### src/rtl/z_writeback_if.sv
// Write-back port bundle: ALU-result request side plus destination bus, strobes and HI/LO view.
// start is a one-cycle request sampled only while busy is low; there is no ready, and a start seen while busy is dropped.
interface z_writeback_if #(parameter int DATA_W = 32);
  logic                  start;
  logic [4:0]            opcode;
  logic                  brn_flag;
  logic [2*DATA_W-1:0]   rc;
  logic                  busy;
  logic                  done;
  logic [DATA_W-1:0]     bus_out;
  logic                  wr_gpr;
  logic                  wr_lo;
  logic                  wr_hi;
  logic                  wr_pc;
  logic                  wr_mar;
  logic [DATA_W-1:0]     hi_q;
  logic [DATA_W-1:0]     lo_q;

  modport master (
    output start, opcode, brn_flag, rc,
    input  busy, done, bus_out, wr_gpr, wr_lo, wr_hi, wr_pc, wr_mar, hi_q, lo_q
  );

  modport slave (
    input  start, opcode, brn_flag, rc,
    output busy, done, bus_out, wr_gpr, wr_lo, wr_hi, wr_pc, wr_mar, hi_q, lo_q
  );
endinterface

### src/rtl/z_writeback.sv
// ALU result write-back sequencer: captures Z, then strobes GPR / LO+HI / PC / MAR one write per cycle.
// Optional ZWB_FAST_DONE_EN drops the DONE state and raises done alongside the final write.
module z_writeback #(
  parameter int DATA_W = 32
) (
  input  logic              clk,
  input  logic              clr,
  z_writeback_if.slave      zb,
  output logic [1:0]        state_dbg
);

  typedef enum logic [1:0] {
    IDLE = 2'd0,
    WLO  = 2'd1,
    WHI  = 2'd2,
    DONE = 2'd3
  } state_t;

  localparam logic [4:0] OP_LDW  = 5'b00000;
  localparam logic [4:0] OP_LDWI = 5'b00001;
  localparam logic [4:0] OP_STW  = 5'b00010;
  localparam logic [4:0] OP_ADD  = 5'b00011;
  localparam logic [4:0] OP_SUB  = 5'b00100;
  localparam logic [4:0] OP_SHR  = 5'b00101;
  localparam logic [4:0] OP_SHL  = 5'b00110;
  localparam logic [4:0] OP_ROR  = 5'b00111;
  localparam logic [4:0] OP_ROL  = 5'b01000;
  localparam logic [4:0] OP_AND  = 5'b01001;
  localparam logic [4:0] OP_OR   = 5'b01010;
  localparam logic [4:0] OP_ADDI = 5'b01011;
  localparam logic [4:0] OP_ANDI = 5'b01100;
  localparam logic [4:0] OP_ORI  = 5'b01101;
  localparam logic [4:0] OP_MUL  = 5'b01110;
  localparam logic [4:0] OP_DIV  = 5'b01111;
  localparam logic [4:0] OP_NEG  = 5'b10000;
  localparam logic [4:0] OP_NOT  = 5'b10001;
  localparam logic [4:0] OP_BR   = 5'b10010;
  localparam logic [4:0] OP_MFHI = 5'b10111;
  localparam logic [4:0] OP_MFLO = 5'b11000;

  state_t                state;
  logic [2*DATA_W-1:0]   z;
  logic [4:0]            op_q;
  logic                  br_q;
  logic [DATA_W-1:0]     hi_q;
  logic [DATA_W-1:0]     lo_q;
  logic                  op_muldiv;

  assign op_muldiv = (op_q == OP_MUL) || (op_q == OP_DIV);

  always_ff @(posedge clk or negedge clr) begin
    if (!clr) begin
      state <= IDLE;
      z     <= '0;
      op_q  <= '0;
      br_q  <= 1'b0;
      hi_q  <= '0;
      lo_q  <= '0;
    end else begin
      case (state)
        IDLE: begin
          if (zb.start) begin
            z     <= zb.rc;
            op_q  <= zb.opcode;
            br_q  <= zb.brn_flag;
            state <= WLO;
          end
        end
        WLO: begin
          if (op_muldiv) begin
            lo_q  <= z[DATA_W-1:0];
            state <= WHI;
          end else begin
`ifdef ZWB_FAST_DONE_EN
            state <= IDLE;
`else
            state <= DONE;
`endif
          end
        end
        WHI: begin
          hi_q <= z[2*DATA_W-1:DATA_W];
`ifdef ZWB_FAST_DONE_EN
          state <= IDLE;
`else
          state <= DONE;
`endif
        end
        DONE:    state <= IDLE;
        default: state <= IDLE;
      endcase
    end
  end

  // Moore decode: every output is a function of state and captured registers only.
  always_comb begin
    zb.bus_out = '0;
    zb.wr_gpr  = 1'b0;
    zb.wr_lo   = 1'b0;
    zb.wr_hi   = 1'b0;
    zb.wr_pc   = 1'b0;
    zb.wr_mar  = 1'b0;
    zb.done    = 1'b0;
    case (state)
      WLO: begin
        zb.bus_out = z[DATA_W-1:0];
        case (op_q)
          OP_ADD, OP_SUB, OP_SHR, OP_SHL, OP_ROR, OP_ROL, OP_AND, OP_OR,
          OP_NEG, OP_NOT, OP_ADDI, OP_ANDI, OP_ORI: zb.wr_gpr = 1'b1;
          OP_MUL, OP_DIV:                           zb.wr_lo  = 1'b1;
          OP_LDW, OP_LDWI, OP_STW:                  zb.wr_mar = 1'b1;
          OP_BR:                                    zb.wr_pc  = br_q;
          OP_MFHI: begin
            zb.bus_out = hi_q;
            zb.wr_gpr  = 1'b1;
          end
          OP_MFLO: begin
            zb.bus_out = lo_q;
            zb.wr_gpr  = 1'b1;
          end
          default: ;
        endcase
`ifdef ZWB_FAST_DONE_EN
        zb.done = !op_muldiv;
`endif
      end
      WHI: begin
        zb.bus_out = z[2*DATA_W-1:DATA_W];
        zb.wr_hi   = 1'b1;
`ifdef ZWB_FAST_DONE_EN
        zb.done    = 1'b1;
`endif
      end
      DONE:    zb.done = 1'b1;
      default: ;
    endcase
  end

  assign zb.busy   = (state != IDLE);
  assign zb.hi_q   = hi_q;
  assign zb.lo_q   = lo_q;
  assign state_dbg = state;

endmodule

### src/flat_wrapper.sv
// flat-port wrapper written by rule: the top's interface ports become plain ports
module z_writeback_flat 
#(
  parameter int DATA_W = 32
)
  (clk, clr, state_dbg, zb_start, zb_opcode, zb_brn_flag, zb_rc, zb_busy, zb_done, zb_bus_out, zb_wr_gpr, zb_wr_lo, zb_wr_hi, zb_wr_pc, zb_wr_mar, zb_hi_q, zb_lo_q);
  z_writeback_if #(.DATA_W(DATA_W)) zb_i ();
  input  logic clk;
  input  logic clr;
  output logic [1:0] state_dbg;
  input wire logic [$bits(zb_i.start)-1:0] zb_start;
  input wire logic [$bits(zb_i.opcode)-1:0] zb_opcode;
  input wire logic [$bits(zb_i.brn_flag)-1:0] zb_brn_flag;
  input wire logic [$bits(zb_i.rc)-1:0] zb_rc;
  output wire logic [$bits(zb_i.busy)-1:0] zb_busy;
  output wire logic [$bits(zb_i.done)-1:0] zb_done;
  output wire logic [$bits(zb_i.bus_out)-1:0] zb_bus_out;
  output wire logic [$bits(zb_i.wr_gpr)-1:0] zb_wr_gpr;
  output wire logic [$bits(zb_i.wr_lo)-1:0] zb_wr_lo;
  output wire logic [$bits(zb_i.wr_hi)-1:0] zb_wr_hi;
  output wire logic [$bits(zb_i.wr_pc)-1:0] zb_wr_pc;
  output wire logic [$bits(zb_i.wr_mar)-1:0] zb_wr_mar;
  output wire logic [$bits(zb_i.hi_q)-1:0] zb_hi_q;
  output wire logic [$bits(zb_i.lo_q)-1:0] zb_lo_q;
  assign zb_i.start = zb_start;
  assign zb_i.opcode = zb_opcode;
  assign zb_i.brn_flag = zb_brn_flag;
  assign zb_i.rc = zb_rc;
  assign zb_busy = zb_i.busy;
  assign zb_done = zb_i.done;
  assign zb_bus_out = zb_i.bus_out;
  assign zb_wr_gpr = zb_i.wr_gpr;
  assign zb_wr_lo = zb_i.wr_lo;
  assign zb_wr_hi = zb_i.wr_hi;
  assign zb_wr_pc = zb_i.wr_pc;
  assign zb_wr_mar = zb_i.wr_mar;
  assign zb_hi_q = zb_i.hi_q;
  assign zb_lo_q = zb_i.lo_q;
  z_writeback #(.DATA_W(DATA_W)) u_core (.clk(clk), .clr(clr), .zb(zb_i), .state_dbg(state_dbg));
endmodule
### config.mk
export PLATFORM = sky130hd
export DESIGN_NAME = z_writeback_flat
export DESIGN_NICKNAME = d
export VERILOG_FILES = /design/src/rtl/z_writeback_if.sv /design/src/rtl/z_writeback.sv /design/src/flat_wrapper.sv
export SDC_FILE = /design/constraint.sdc
export NUM_CORES = 1
export LEC_CHECK = 0
export CAP_MARGIN = 5
export CORE_MARGIN = 8
export CORE_UTILIZATION = 30
export CTS_BUF_LIST = sky130_fd_sc_hd__clkbuf_8
export DETAILED_ROUTE_END_ITERATION = 10
export GPL_ROUTABILITY_DRIVEN = 1
export GPL_TIMING_DRIVEN = 0
export PLACE_DENSITY_LB_ADDON = 0.08
export SLEW_MARGIN = 25
export SYNTH_ARGS = -nofsm -noshare
export SYNTH_HDL_FRONTEND = slang
export SYNTH_SLANG_ARGS = --single-unit
export TNS_END_PERCENT = 50
### constraint.sdc
create_clock -name clk -period 1.7 [get_ports clk]
set_input_delay 0.255 -clock clk [delete_from_list [all_inputs] [get_ports clk]]
set_output_delay 0.255 -clock clk [all_outputs]
set_load 0.03 [all_outputs]
==> results of run 1 <==
-- worst register-to-register path, stage by stage, from the launching register on --
cell and delay, ps:
dfrtp_2 400, inv_2 60, buf_6 120, ha_4 180, buf_6 120, buf_12 120, buf_6 110, buf_8 110
nand2_8 60, buf_8 120, buf_12 110, buf_12 120, mux2_4 300
-- sequential cells by signal, indices dropped and copies added, names as in the netlist --
register / cells
u_core.state_dbg: 2
u_core.z: 64
u_core.op_q: 5
u_core.zb.hi_q: 32
u_core.br_q: 1
u_core.zb.lo_q: 32
-- through the flow --
step / hold slack (ps) / instances / worst slack (ps) / TNS, ps
after global placement: 484 / 966 / -5890 / -801260
final: 299 / 1051 / -858 / -37470
after global routing: 302 / 1051 / -945 / -43810
after floorplan: -40.6 / 509 / -264 / -13100
after detailed placement: 199 / 967 / -1160 / -74880
after CTS: 295 / 1040 / -873 / -36100
-- cell usage after synthesis (2+ instances only) --
cell type	count	area share
nor2_1	4	0.0022
o21ai_0	2	0.0015
a22oi_2	30	0.056
buf_12	4	0.012
a311oi_2	30	0.067
buf_2	9	0.0067
buf_4	5	0.0056
ha_1	5	0.0093
mux2_1	40	0.067
a21oi_1	32	0.024
nand2_1	69	0.039
clkbuf_4	3	0.0034
dfrtp_1	136	0.51
a311oi_1	2	0.0026
and4b_1	2	0.0030
a22oi_1	2	0.0022
buf_1	8	0.0045
mux2_2	94	0.16
nand3_1	2	0.0015
clkbuf_1	12	0.0067
inv_1	5	0.0028
nor2b_1	2	0.0019
-- cell families (layout without fill, tap and decap cells) --
kind of cell             Yosys count  count (layout)  synth area share
AND/OR/NAND/NOR                   83              83            0.0544
adder cells (fa/ha/maj)            5               5           0.00934
AO/OA/AOI/OAI                    105             105             0.161
multiplexers                     134             134             0.225
buffers and inverters             46             308            0.0417
flip-flops                       136             136             0.508
-- power by group through the flow --
| stage | Clock [uW] | Sequential (uW) | Combinational (uW) |
|---|---|---|---|
| 3_3_place_gp | 0 | 6520 | 12900 |
| 6_report | 2740 | 6750 | 15000 |
| 4_1_cts | 2830 | 6590 | 14700 |
| 3_5_place_dp | 0 | 6590 | 13000 |
| 2_1_floorplan | 0 | 7770 | 7220 |
| 5_1_grt | 2980 | 7020 | 15800 |
-- worst max path at each step --
stage | end | cells past startpoint
after detailed placement | zb_bus_out[23] | 7
after global routing | zb_bus_out[16] | 7
after global placement | u_core.state_dbg[1] | 1
final | zb_bus_out[30] | 7
after floorplan | zb_bus_out[10] | 7
after CTS | zb_bus_out[10] | 8
-- routing by layer --
metal,vias up,global-route usage,share of wire
met1,2667,0.219,0.43
met4,4,0.0430,0.016
li1,2370,-,-
met5,-,0,0.0011
met3,25,0.0441,0.052
met2,127,0.302,0.50
-- layout make-up --
class	instances	share of cell area
multi-input cells	327	0.351
flip-flops and latches	136	0.305
repair buffers	233	0.226
plain buffers	38	0.0496
well taps	280	0.0313
clock buffers	18	0.0222
clock inverters	14	0.0132
inverters	5	0.00213
-- placed cells by master (no fill, tap or decap), types with 3 or more instances in the layout --
cell | Yosys | layout
ha_4 | 0 | 4
clkbuf_16 | 0 | 7
clkbuf_8 | 0 | 23
a311oi_4 | 0 | 32
nand2_4 | 0 | 22
buf_4 | 5 | 31
dfrtp_1 | 136 | 131
buf_12 | 4 | 22
mux2_2 | 94 | 94
a22oi_2 | 30 | 31
inv_6 | 0 | 3
dfrtp_2 | 0 | 5
clkinvlp_4 | 0 | 4
nand2_2 | 0 | 28
a21oi_1 | 32 | 31
mux2_4 | 0 | 39
buf_2 | 9 | 3
inv_1 | 5 | 3
buf_16 | 0 | 6
dlygate4sd2_1 | 0 | 63
buf_8 | 0 | 7
nand2_1 | 69 | 17
clkdlybuf4s50_1 | 0 | 71
buf_6 | 0 | 49
-- what timing repair did --
item                                    4_1_cts  5_1_grt
endpoints found under the hold margin        48        0
resized for setup                           504       86
hold buffers                                  1        0
gates cloned                                  9        2
pin swaps                                    43       41
endpoints found under the setup margin      217      146
setup buffers                                31       20
==> impl_metrics.sql, run 1 <==
INSERT INTO impl_metrics (metric_group, metric, value, unit) VALUES
('critical_path', 'critPathTopFamily', 'compound AO/OA/AOI/OAI gates', ''),
('critical_path', 'max_stage_delay', '450', 'ps'),
('power', 'sequentialPowerShare', '0.276', ''),
('detailed_routing', 'vias_post_dr', '5193', ''),
('sta', 'fin_crit_sh', '1.50', ''),
('job', 'maxCapViolCount', '0', ''),
('yosys', 'number_of_enable_type_register_cells_in_the_synthesized_netlist', '0', ''),
('detailed_routing', 'detail_route.wl_per_cell', '22.9', 'um'),
('power', 'clkPwrFrac', '0.112', ''),
('critical_path', 'worst-path-max-fanout', '6', ''),
('critical_path', 'critPathArrivalTime', '2300', 'ps'),
('critical_path', 'ff2ff_setup_slack', '-350', 'ps'),
('sta', 'final.setup_skew', '15.9', 'ps'),
('critical_path', 'start_kind', 'flip-flop', ''),
('clock_tree', 'cts_max_path_buffers', '2', ''),
('yosys', 'ys_seq_elements', '136', ''),
('final_layout', 'finalInstanceArea', '11200', 'um^2'),
('grt', 'grt.total_usage', '0.177', ''),
('floorplanning', 'fp.dieW', '165', 'um'),
('place', 'gp_routability_congestion', '0.780', ''),
('outcome', 'outcome', 'complete, but fails checks', ''),
('yosys', 'sequential_share_of_the_synthesized_area', '0.508', ''),
('critical_path', 'critical_path.cell_chain', 'and4b_2 > o21ai_4 > buf_12 > buf_16 > nand2_4 > a311oi_4 > buf_6', ''),
('yosys', 'postSynth.topFlopCell', 'dfrtp_1', ''),
('detailed_routing', 'vias_per_cell', '4.94', ''),
('floorplanning', 'floorplan.initialDensity', '0.306', ''),
('clock_tree', 'cts.root.buffer_cell', 'clkbuf_8', ''),
('place', 'numPortBuffers', '177', ''),
('yosys', 'syn-mean-instance-area', '13.2', 'um^2'),
('final_layout', 'multiInputGateArea', '3930', 'um^2'),
('clock_tree', 'cts_buffers', '17', ''),
('clock_tree', 'clkSlewWorstSetupHoldPaths', '90', 'ps'),
('yosys', 'netlist_area', '6700', 'um^2'),
('sta', 'grt_setup_unrepaired', 'true', ''),
('sta', 'worst_tran_pin_value', '505', 'ps'),
('grt', 'grt_pass1_vias', '5804', ''),
('floorplanning', 'number_of_placement_rows', '54', ''),
('detailed_routing', 'route.detailed.drc', '0', ''),
('place', 'placement.cell_area', '9370', 'um^2'),
('detailed_routing', 'detail_route.iter0.violations', '155', ''),
('floorplanning', 'fp.coreArea', '21900', 'um^2'),
('power', 'max-vdd-ir-drop', '1.11', 'mV'),
('final_layout', 'insertedDiodeCount', '0', ''),
('floorplanning', 'total_die_area', '27400', 'um^2'),
('yosys', 'async_flop_share', '1.00', ''),
('critical_path', 'cp_num_buf_inv', '3', ''),
('sta', 'final_critical_path_setup_slack', '-858', 'ps'),
('power', 'power.share.switching', '0.457', ''),
('critical_path', 'crit_path_start', 'u_core.op_q[2]', ''),
('power', 'power_per_cell_area', '2190', 'nW/um^2'),
('sta', 'max_slew_violation_total_from_the_final_report', '0', ''),
('critical_path', 'crit_path_top_delay_cell', 'dfrtp_2', ''),
('final_layout', 'fin_nets', '836', ''),
('clock_tree', 'clock-sinks', '136', ''),
('floorplanning', 'height_of_the_die', '165', 'um'),
('detailed_routing', 'detail_route.first_pass.iterations', '4', ''),
('critical_path', 'regToRegEndpoint', 'u_core.zb.lo_q[15]', ''),
('floorplanning', 'io_pins', '178', ''),
('clock_tree', 'worst_skew_pair.late_latency', '450', 'ps'),
('critical_path', 'crit_path_end_kind', 'output pin', ''),
('outcome', 'violated_checks', 'negative setup slack', ''),
('yosys', 'synth.distinct_cells', '33', ''),
('yosys', 'yosysWarningCount', '0', ''),
('critical_path', 'critical_path.reg2reg.startpoint', 'u_core.state_dbg[1]', ''),
('critical_path', 'timing_worst_setup_path_type', 'flip-flop to output pin', ''),
('clock_tree', 'clock_tree_from_tritoncts', 'built', ''),
('worst_hold_path', 'hold_path.class', 'input port to async pin', ''),
('grt', 'grt.overflow.total', '0', ''),
('grt', 'grt_max_degree', '89', ''),
('sta', 'hold_fails_final_rpt', '0', ''),
('sta', 'setup_viol', '70', '');
No activity file was read; power rests on OpenSTA's default activity.
==> inputs of run 2 (changes only) <==
--- a/config.mk
+++ b/config.mk
@@ -11,7 +11,7 @@
 export CTS_BUF_LIST = sky130_fd_sc_hd__clkbuf_8
 export DETAILED_ROUTE_END_ITERATION = 10
 export GPL_ROUTABILITY_DRIVEN = 1
-export GPL_TIMING_DRIVEN = 0
+export GPL_TIMING_DRIVEN = 1
 export PLACE_DENSITY_LB_ADDON = 0.08
 export SLEW_MARGIN = 25
 export SYNTH_ARGS = -nofsm -noshare
==> run 2 against run 1 <==
  * The flow still finishes with violations (negative setup slack)
  * Clock power decreased by 9.9%
  * Global-route usage decreased by 1.5 points
  * Clock skew decreased by 1.7 ps
  * Largest power group unchanged
==> impl_metrics.sql, run 2 (synthesis gave the netlist of run 1 again) <==
INSERT INTO impl_metrics (metric_group, metric, value, unit) VALUES
('sta', 'setup_viol', '69', ''),
('floorplanning', 'floorplan.initialDensity', '0.306', ''),
('sta', 'fin_crit_sh', '1.47', ''),
('grt', 'grt.total_usage', '0.161', ''),
('final_layout', 'final_cell_mix', 'dfrtp_1 (134), mux2_2 (94), clkdlybuf4s50_1 (71)', ''),
('sta', 'final.setup_skew', '14.1', 'ps'),
('final_layout', 'synth_to_final_area_change', '58.5', '%'),
('floorplanning', 'fp.dieW', '165', 'um'),
('critical_path', 'timing_worst_setup_path_type', 'flip-flop to output pin', ''),
('place', 'numPortBuffers', '177', ''),
('sta', 'worst_tran_pin_value', '405', 'ps'),
('floorplanning', 'height_of_the_die', '165', 'um'),
('detailed_routing', 'vias_post_dr', '5075', ''),
('outcome', 'outcome', 'complete, but fails checks', ''),
('sta', 'timing.slew.headroom', '0.730', ''),
('clock_tree', 'clock_tree_from_tritoncts', 'built', ''),
('critical_path', 'crit_path_end_kind', 'output pin', ''),
('final_layout', 'final_util', '0.485', ''),
('clock_tree', 'clkSlewWorstSetupHoldPaths', '80', 'ps'),
('detailed_routing', 'detail_route.iter0.violations', '246', ''),
('worst_hold_path', 'hold_path.class', 'input port to async pin', ''),
('final_layout', 'insertedDiodeCount', '0', ''),
('place', 'place_ws', '-345', 'ps'),
('power', 'power_per_cell_area', '2180', 'nW/um^2'),
('final_layout', 'fin_nets', '805', ''),
('detailed_routing', 'routed_wirelength', '22300', 'um'),
('critical_path', 'critPathArrivalTime', '2240', 'ps'),
('job', 'maxCapViolCount', '0', ''),
('sta', 'setup_tns', '-26570', 'ps'),
('floorplanning', 'fp.coreArea', '21900', 'um^2'),
('final_layout', 'area.sequential', '3410', 'um^2'),
('power', 'max-vdd-ir-drop', '1.12', 'mV'),
('place', 'gp_routability_congestion', '0.748', ''),
('floorplanning', 'number_of_placement_rows', '54', ''),
('detailed_routing', 'vias_per_cell', '4.98', ''),
('clock_tree', 'worst_skew_pair.late_latency', '440', 'ps'),
('final_layout', 'reg.largest.list', 'u_core.z x64, u_core.zb.hi_q x32, u_core.zb.lo_q x32', ''),
('clock_tree', 'cts.htree.levels', '4', ''),
('final_layout', 'regMostFlops', 'u_core.z', ''),
('sta', 'hold_fails_final_rpt', '0', ''),
('grt', 'grt.overflow.total', '0', ''),
('detailed_routing', 'postRouteAntennaNets', '0', ''),
('sta', 'maxClockFrequency', '401', 'MHz'),
('final_layout', 'multiInputGateArea', '3770', 'um^2'),
('clock_tree', 'clock-sinks', '136', ''),
('critical_path', 'start_kind', 'flip-flop', ''),
('detailed_routing', 'route.detailed.drc', '0', ''),
('final_layout', 'most_common_cell_after_layout_fill_and_taps_aside', 'dfrtp_1', ''),
('final_layout', 'fillCellCount', '1974', ''),
('critical_path', 'worst-path-max-fanout', '8', ''),
('final_layout', 'largest_register_ff_count', '64', ''),
('grt', 'grt_antenna_before_repair', '2', ''),
('sta', 'final_critical_path_setup_slack', '-794', 'ps'),
('outcome', 'violated_checks', 'negative setup slack', ''),
('power', 'post-layout-total-power', '23100', 'uW'),
('final_layout', 'drive_above_1_share', '0.501', ''),
('place', 'detailedPlacementHpwl', '14500', 'um'),
('sta', 'finalHoldWorstSlack', '267', 'ps'),
('sta', 'grt_setup_unrepaired', 'true', ''),
('power', 'leakage_power', '0.00459', 'uW'),
('floorplanning', 'total_die_area', '27400', 'um^2'),
('grt', 'grt_pass1_wl', '33300', 'um'),
('floorplanning', 'io_pins', '178', ''),
('grt', 'grt_pass1_vias', '5572', ''),
('critical_path', 'critPathRequiredTime', '1440', 'ps'),
('clock_tree', 'cts_max_path_buffers', '2', ''),
('grt', 'grt_max_degree', '56', ''),
('sta', 'max_slew_violation_total_from_the_final_report', '0', ''),
('clock_tree', 'cts.root.buffer_cell', 'clkbuf_8', ''),
('detailed_routing', 'detail_route.wl_per_cell', '21.9', 'um'),
('clock_tree', 'cts_buffers', '17', ''),
('detailed_routing', 'detail_route.first_pass.iterations', '4', ''),
('sta', 'period_minus_slack', '2490', 'ps');
run 2: changes by cell type in the layout (fill, tap and decap cells not counted), sizes merged:
cell / previous run / this run
clkinvlp: 4 / 2
dlygate4sd2: 63 / 64
dlymetal6s2s: 1 / 0
clkinv: 4 / 6
bufinv: 2 / 1
clkbuf: 34 / 21
inv: 9 / 8
buf: 118 / 101
run 2: power breakdown:
part / internal (uW) / switching [uW] / total [uW] / leakage (uW)
clock network: 1190 / 1270 / 2470 / 0.000192
logic: 6400 / 7540 / 13900 / 0.00275
registers: 4940 / 1770 / 6700 / 0.00165
run 2: layout make-up:
type                       instances  area share
clock buffer                      19      0.0246
clock inverter                    12     0.00837
inverter                           5     0.00212
multi-input combinational        327       0.355
sequential                       136       0.321
tap                              280      0.0330
timing repair buffer             240       0.256
run 2: path summary, 6_finish.rpt:
| path | start | to | slack (ps) | cells after the start |
|---|---|---|---|---|
| min | clr | u_core.z[51] | 270 | 2 |
| max in group asynchronous | clr | u_core.zb.hi_q[21] | 790 | 3 |
| max reg2reg | u_core.state_dbg[0] | u_core.zb.lo_q[12] | -60 | 8 |
| min reg2reg | u_core.br_q | u_core.br_q | 520 | 1 |
| min in group clk | zb_rc[25] | u_core.z[25] | 420 | 2 |
| max | u_core.op_q[3] | zb_bus_out[29] | -790 | 6 |
run 2: per-stage QoR:
step                instance area [um^2]  std cells
finish                             10600       1019
global route                       10600       1019
CTS                                10400       1014
detailed placement                  9470        966
global placement                    9470        966
floorplan                           7220        509
run 2: routing by layer:
layer,GRT usage,share of wire
met4,0.0446,0.0079
met2,0.259,0.48
met5,0,0.0010
met3,0.0540,0.068
met1,0.204,0.44
run 2: repair_timing:
| action | CTS | global route |
|---|---|---|
| pin swaps | 24 | 31 |
| hold buffers | 1 | 0 |
| setup buffers | 12 | 7 |
| cloned | 5 | 2 |
| hold endpoints to repair | 28 | 0 |
| resized for setup | 199 | 40 |
| setup endpoints to repair | 137 | 73 |
run 2: critical path: stages (launching register included):
cell and delay, ps:
dfrtp_1 410, and4b_2 330, and2_4 260, buf_12 180, nand2_2 80, a311oi_4 350, buf_6 180
==> inputs of run 3 (changes only) <==
==> constraint.sdc (replaced) <==
create_clock -name clk -period 1.7 [get_ports clk]
set_input_delay 0.255 -clock clk [delete_from_list [all_inputs] [get_ports clk]]
set_output_delay 0.255 -clock clk [all_outputs]
set_load 0.02 [all_outputs]
==> run 3 against run 2 <==
  * Power decreased by 1.4%
  * First-iteration DRC count decreased by 17%
  * Largest power group unchanged
  * Setup slack improved by 76 ps
  * Via count increased by 1.4%
  * Largest cell class unchanged
  * Die area unchanged
  * Final area increased by 0.83%
  * Flip-flop and latch count unchanged
  * The flow still finishes with violations (negative setup slack)
  * Sequential power decreased by 3%
  * Clock skew decreased by 1.0 ps
  * Critical path type unchanged
  * Cell count increased by 3.0%
  * Highest routed layer unchanged
==> impl_metrics.sql, run 3 (synthesis gave the netlist of run 1 again) <==
INSERT INTO impl_metrics (metric_group, metric, value, unit) VALUES
('grt', 'grt_antenna_before_repair', '1', ''),
('outcome', 'violated_checks', 'negative setup slack', ''),
('sta', 'fin_crit_sh', '1.42', ''),
('final_layout', 'synth_to_final_area_change', '59.8', '%'),
('final_layout', 'regMostFlops', 'u_core.z', ''),
('final_layout', 'finalInstanceArea', '10700', 'um^2'),
('outcome', 'outcome', 'complete, but fails checks', ''),
('final_layout', 'most_common_cell_after_layout_fill_and_taps_aside', 'dfrtp_1', ''),
('sta', 'worst_tran_pin_value', '477', 'ps'),
('critical_path', 'ff2ff_setup_slack', '-40', 'ps'),
('detailed_routing', 'vias_per_cell', '4.90', ''),
('place', 'numPortBuffers', '177', ''),
('floorplanning', 'total_die_area', '27400', 'um^2'),
('floorplanning', 'height_of_the_die', '165', 'um'),
('sta', 'grt_setup_unrepaired', 'true', ''),
('final_layout', 'largest_register_ff_count', '64', ''),
('critical_path', 'regToRegEndpoint', 'u_core.zb.lo_q[29]', ''),
('critical_path', 'crit_path_end_kind', 'output pin', ''),
('power', 'leakage_power', '0.00464', 'uW'),
('place', 'placement.cell_area', '9800', 'um^2'),
('final_layout', 'finish.cell_count_without_fillers', '1050', ''),
('clock_tree', 'cts.htree.levels', '4', ''),
('detailed_routing', 'routed_wirelength', '22100', 'um'),
('critical_path', 'critical_path.reg2reg.startpoint', 'u_core.state_dbg[1]', ''),
('critical_path', 'crit_path_start', 'u_core.op_q[1]', ''),
('grt', 'grt_pass1_vias', '5725', ''),
('sta', 'hold_fails_final_rpt', '0', ''),
('detailed_routing', 'detail_route.iter0.violations', '205', ''),
('critical_path', 'timing_worst_setup_path_type', 'flip-flop to output pin', ''),
('worst_hold_path', 'hold_path.class', 'input port to async pin', ''),
('power', 'power_per_cell_area', '2130', 'nW/um^2'),
('critical_path', 'worstSetupEndpoint', 'zb_bus_out[15]', ''),
('detailed_routing', 'route.detailed.drc', '0', ''),
('sta', 'timing.slew.headroom', '0.682', ''),
('sta', 'maxClockFrequency', '414', 'MHz'),
('sta', 'period_minus_slack', '2420', 'ps'),
('critical_path', 'critPathArrivalTime', '2160', 'ps'),
('final_layout', 'fillCellCount', '2038', ''),
('final_layout', 'insertedDiodeCount', '0', ''),
('sta', 'setup_tns', '-23780', 'ps'),
('grt', 'grt_max_degree', '47', ''),
('clock_tree', 'cts_max_path_buffers', '2', ''),
('grt', 'grt.total_usage', '0.162', ''),
('clock_tree', 'cts_buffers', '17', ''),
('floorplanning', 'floorplan.initialDensity', '0.306', ''),
('power', 'post-layout-total-power', '22800', 'uW'),
('job', 'maxCapViolCount', '0', ''),
('floorplanning', 'fp.coreArea', '21900', 'um^2'),
('sta', 'max_slew_violation_total_from_the_final_report', '0', ''),
('final_layout', 'reg.largest.list', 'u_core.z x64, u_core.zb.hi_q x32, u_core.zb.lo_q x32', ''),
('clock_tree', 'clock-sinks', '136', ''),
('final_layout', 'final_cell_mix', 'dfrtp_1 (131), mux2_2 (94), clkdlybuf4s50_1 (71)', ''),
('critical_path', 'number_of_cell_instances_on_the_worst_register_to_register_path', '8', ''),
('sta', 'final.setup_skew', '13.1', 'ps'),
('clock_tree', 'worst_skew_pair.late_latency', '440', 'ps'),
('detailed_routing', 'postRouteAntennaNets', '0', ''),
('critical_path', 'worst-path-max-fanout', '10', ''),
('place', 'placed_cells', '1000', ''),
('sta', 'final_critical_path_setup_slack', '-718', 'ps'),
('clock_tree', 'clkSlewWorstSetupHoldPaths', '90', 'ps'),
('clock_tree', 'clock_tree_from_tritoncts', 'built', ''),
('detailed_routing', 'detail_route.first_pass.iterations', '4', ''),
('grt', 'grt_pass1_wl', '33600', 'um'),
('critical_path', 'critPathRequiredTime', '1440', 'ps'),
('power', 'max-vdd-ir-drop', '1.07', 'mV'),
('detailed_routing', 'vias_post_dr', '5146', ''),
('place', 'gp_routability_congestion', '0.749', ''),
('final_layout', 'fin_nets', '836', ''),
('floorplanning', 'number_of_placement_rows', '54', ''),
('final_layout', 'drive_above_1_share', '0.506', ''),
('grt', 'grt.overflow.total', '0', ''),
('place', 'detailedPlacementHpwl', '15000', 'um'),
('floorplanning', 'io_pins', '178', ''),
('detailed_routing', 'detail_route.wl_per_cell', '21.0', 'um'),
('sta', 'setup_viol', '70', ''),
('floorplanning', 'fp.dieW', '165', 'um'),
('critical_path', 'start_kind', 'flip-flop', ''),
('clock_tree', 'cts.root.buffer_cell', 'clkbuf_8', '');
==> run 3: cell types whose count changed in the layout (fill, tap and decap cells not counted), sizes merged <==
cell	previous run	this run
inv	8	7
clkinv	6	5
clkdlybuf4s15	1	0
buf	101	131
clkbuf	21	20
clkinvlp	2	4
dlygate4sd2	64	65
bufinv	1	3
==> run 3: power breakdown <==
| part | switching [uW] | total, uW | internal (uW) |
|---|---|---|---|
| combinational | 6780 | 13500 | 6710 |
| sequential | 1560 | 6510 | 4940 |
| clock | 1340 | 2790 | 1450 |
==> run 3: through the flow <==
| stage | setup slack (ps) | hold WS [ps] | util |
|---|---|---|---|
| 6_report | -718 | 315 | 0.489 |
| 5_1_grt | -832 | 321 | 0.489 |
| 4_1_cts | -760 | 306 | 0.480 |
| 3_5_place_dp | -758 | 229 | 0.448 |
| 3_3_place_gp | -708 | 230 | 0.448 |
| 2_1_floorplan | -163 | -40.6 | - |
==> run 3: layer usage <==
layer,share of wire,GRT usage
met4,0.010,0.0483
met2,0.50,0.271
met3,0.069,0.0481
met5,0.00045,0
met1,0.42,0.199
==> run 3: worst min-delay path by stage <==
stage	slack, ps	end	cells after the start
floorplan	-40	u_core.br_q	0
global placement	230	u_core.z[51]	1
detailed placement	230	u_core.z[52]	1
CTS	310	u_core.z[52]	2
global route	320	u_core.z[52]	2
finish	320	u_core.z[52]	2
==> run 3: cell type report <==
cell class,count,area (um^2),area share
Timing Repair Buffer,271,2860,0.267
Inverter,5,20.0,0.00187
Clock buffer,17,234,0.0219
Sequential cell,136,3410,0.318
Clock inverter,14,174,0.0162
Multi-Input combinational cell,327,3660,0.342
Tap cell,280,350,0.0327
==> run 3: timing repair <==
| item | 4_1_cts | 5_1_grt |
|---|---|---|
| resized for setup | 325 | 42 |
| gates cloned | 4 | 2 |
| setup endpoints to repair | 137 | 70 |
| setup buffers | 9 | 4 |
| hold endpoints to repair | 42 | 0 |
| pin swaps | 31 | 16 |
| hold buffers | 1 | 0 |
==> run 3: worst max-delay path, cell delays in order, from the launching register on <==
cell	delay, ps
dfrtp_1	440
and4b_2	270
o21ai_4	170
buf_12	140
buf_12	150
nand2_1	100
a311oi_4	270
buf_6	170
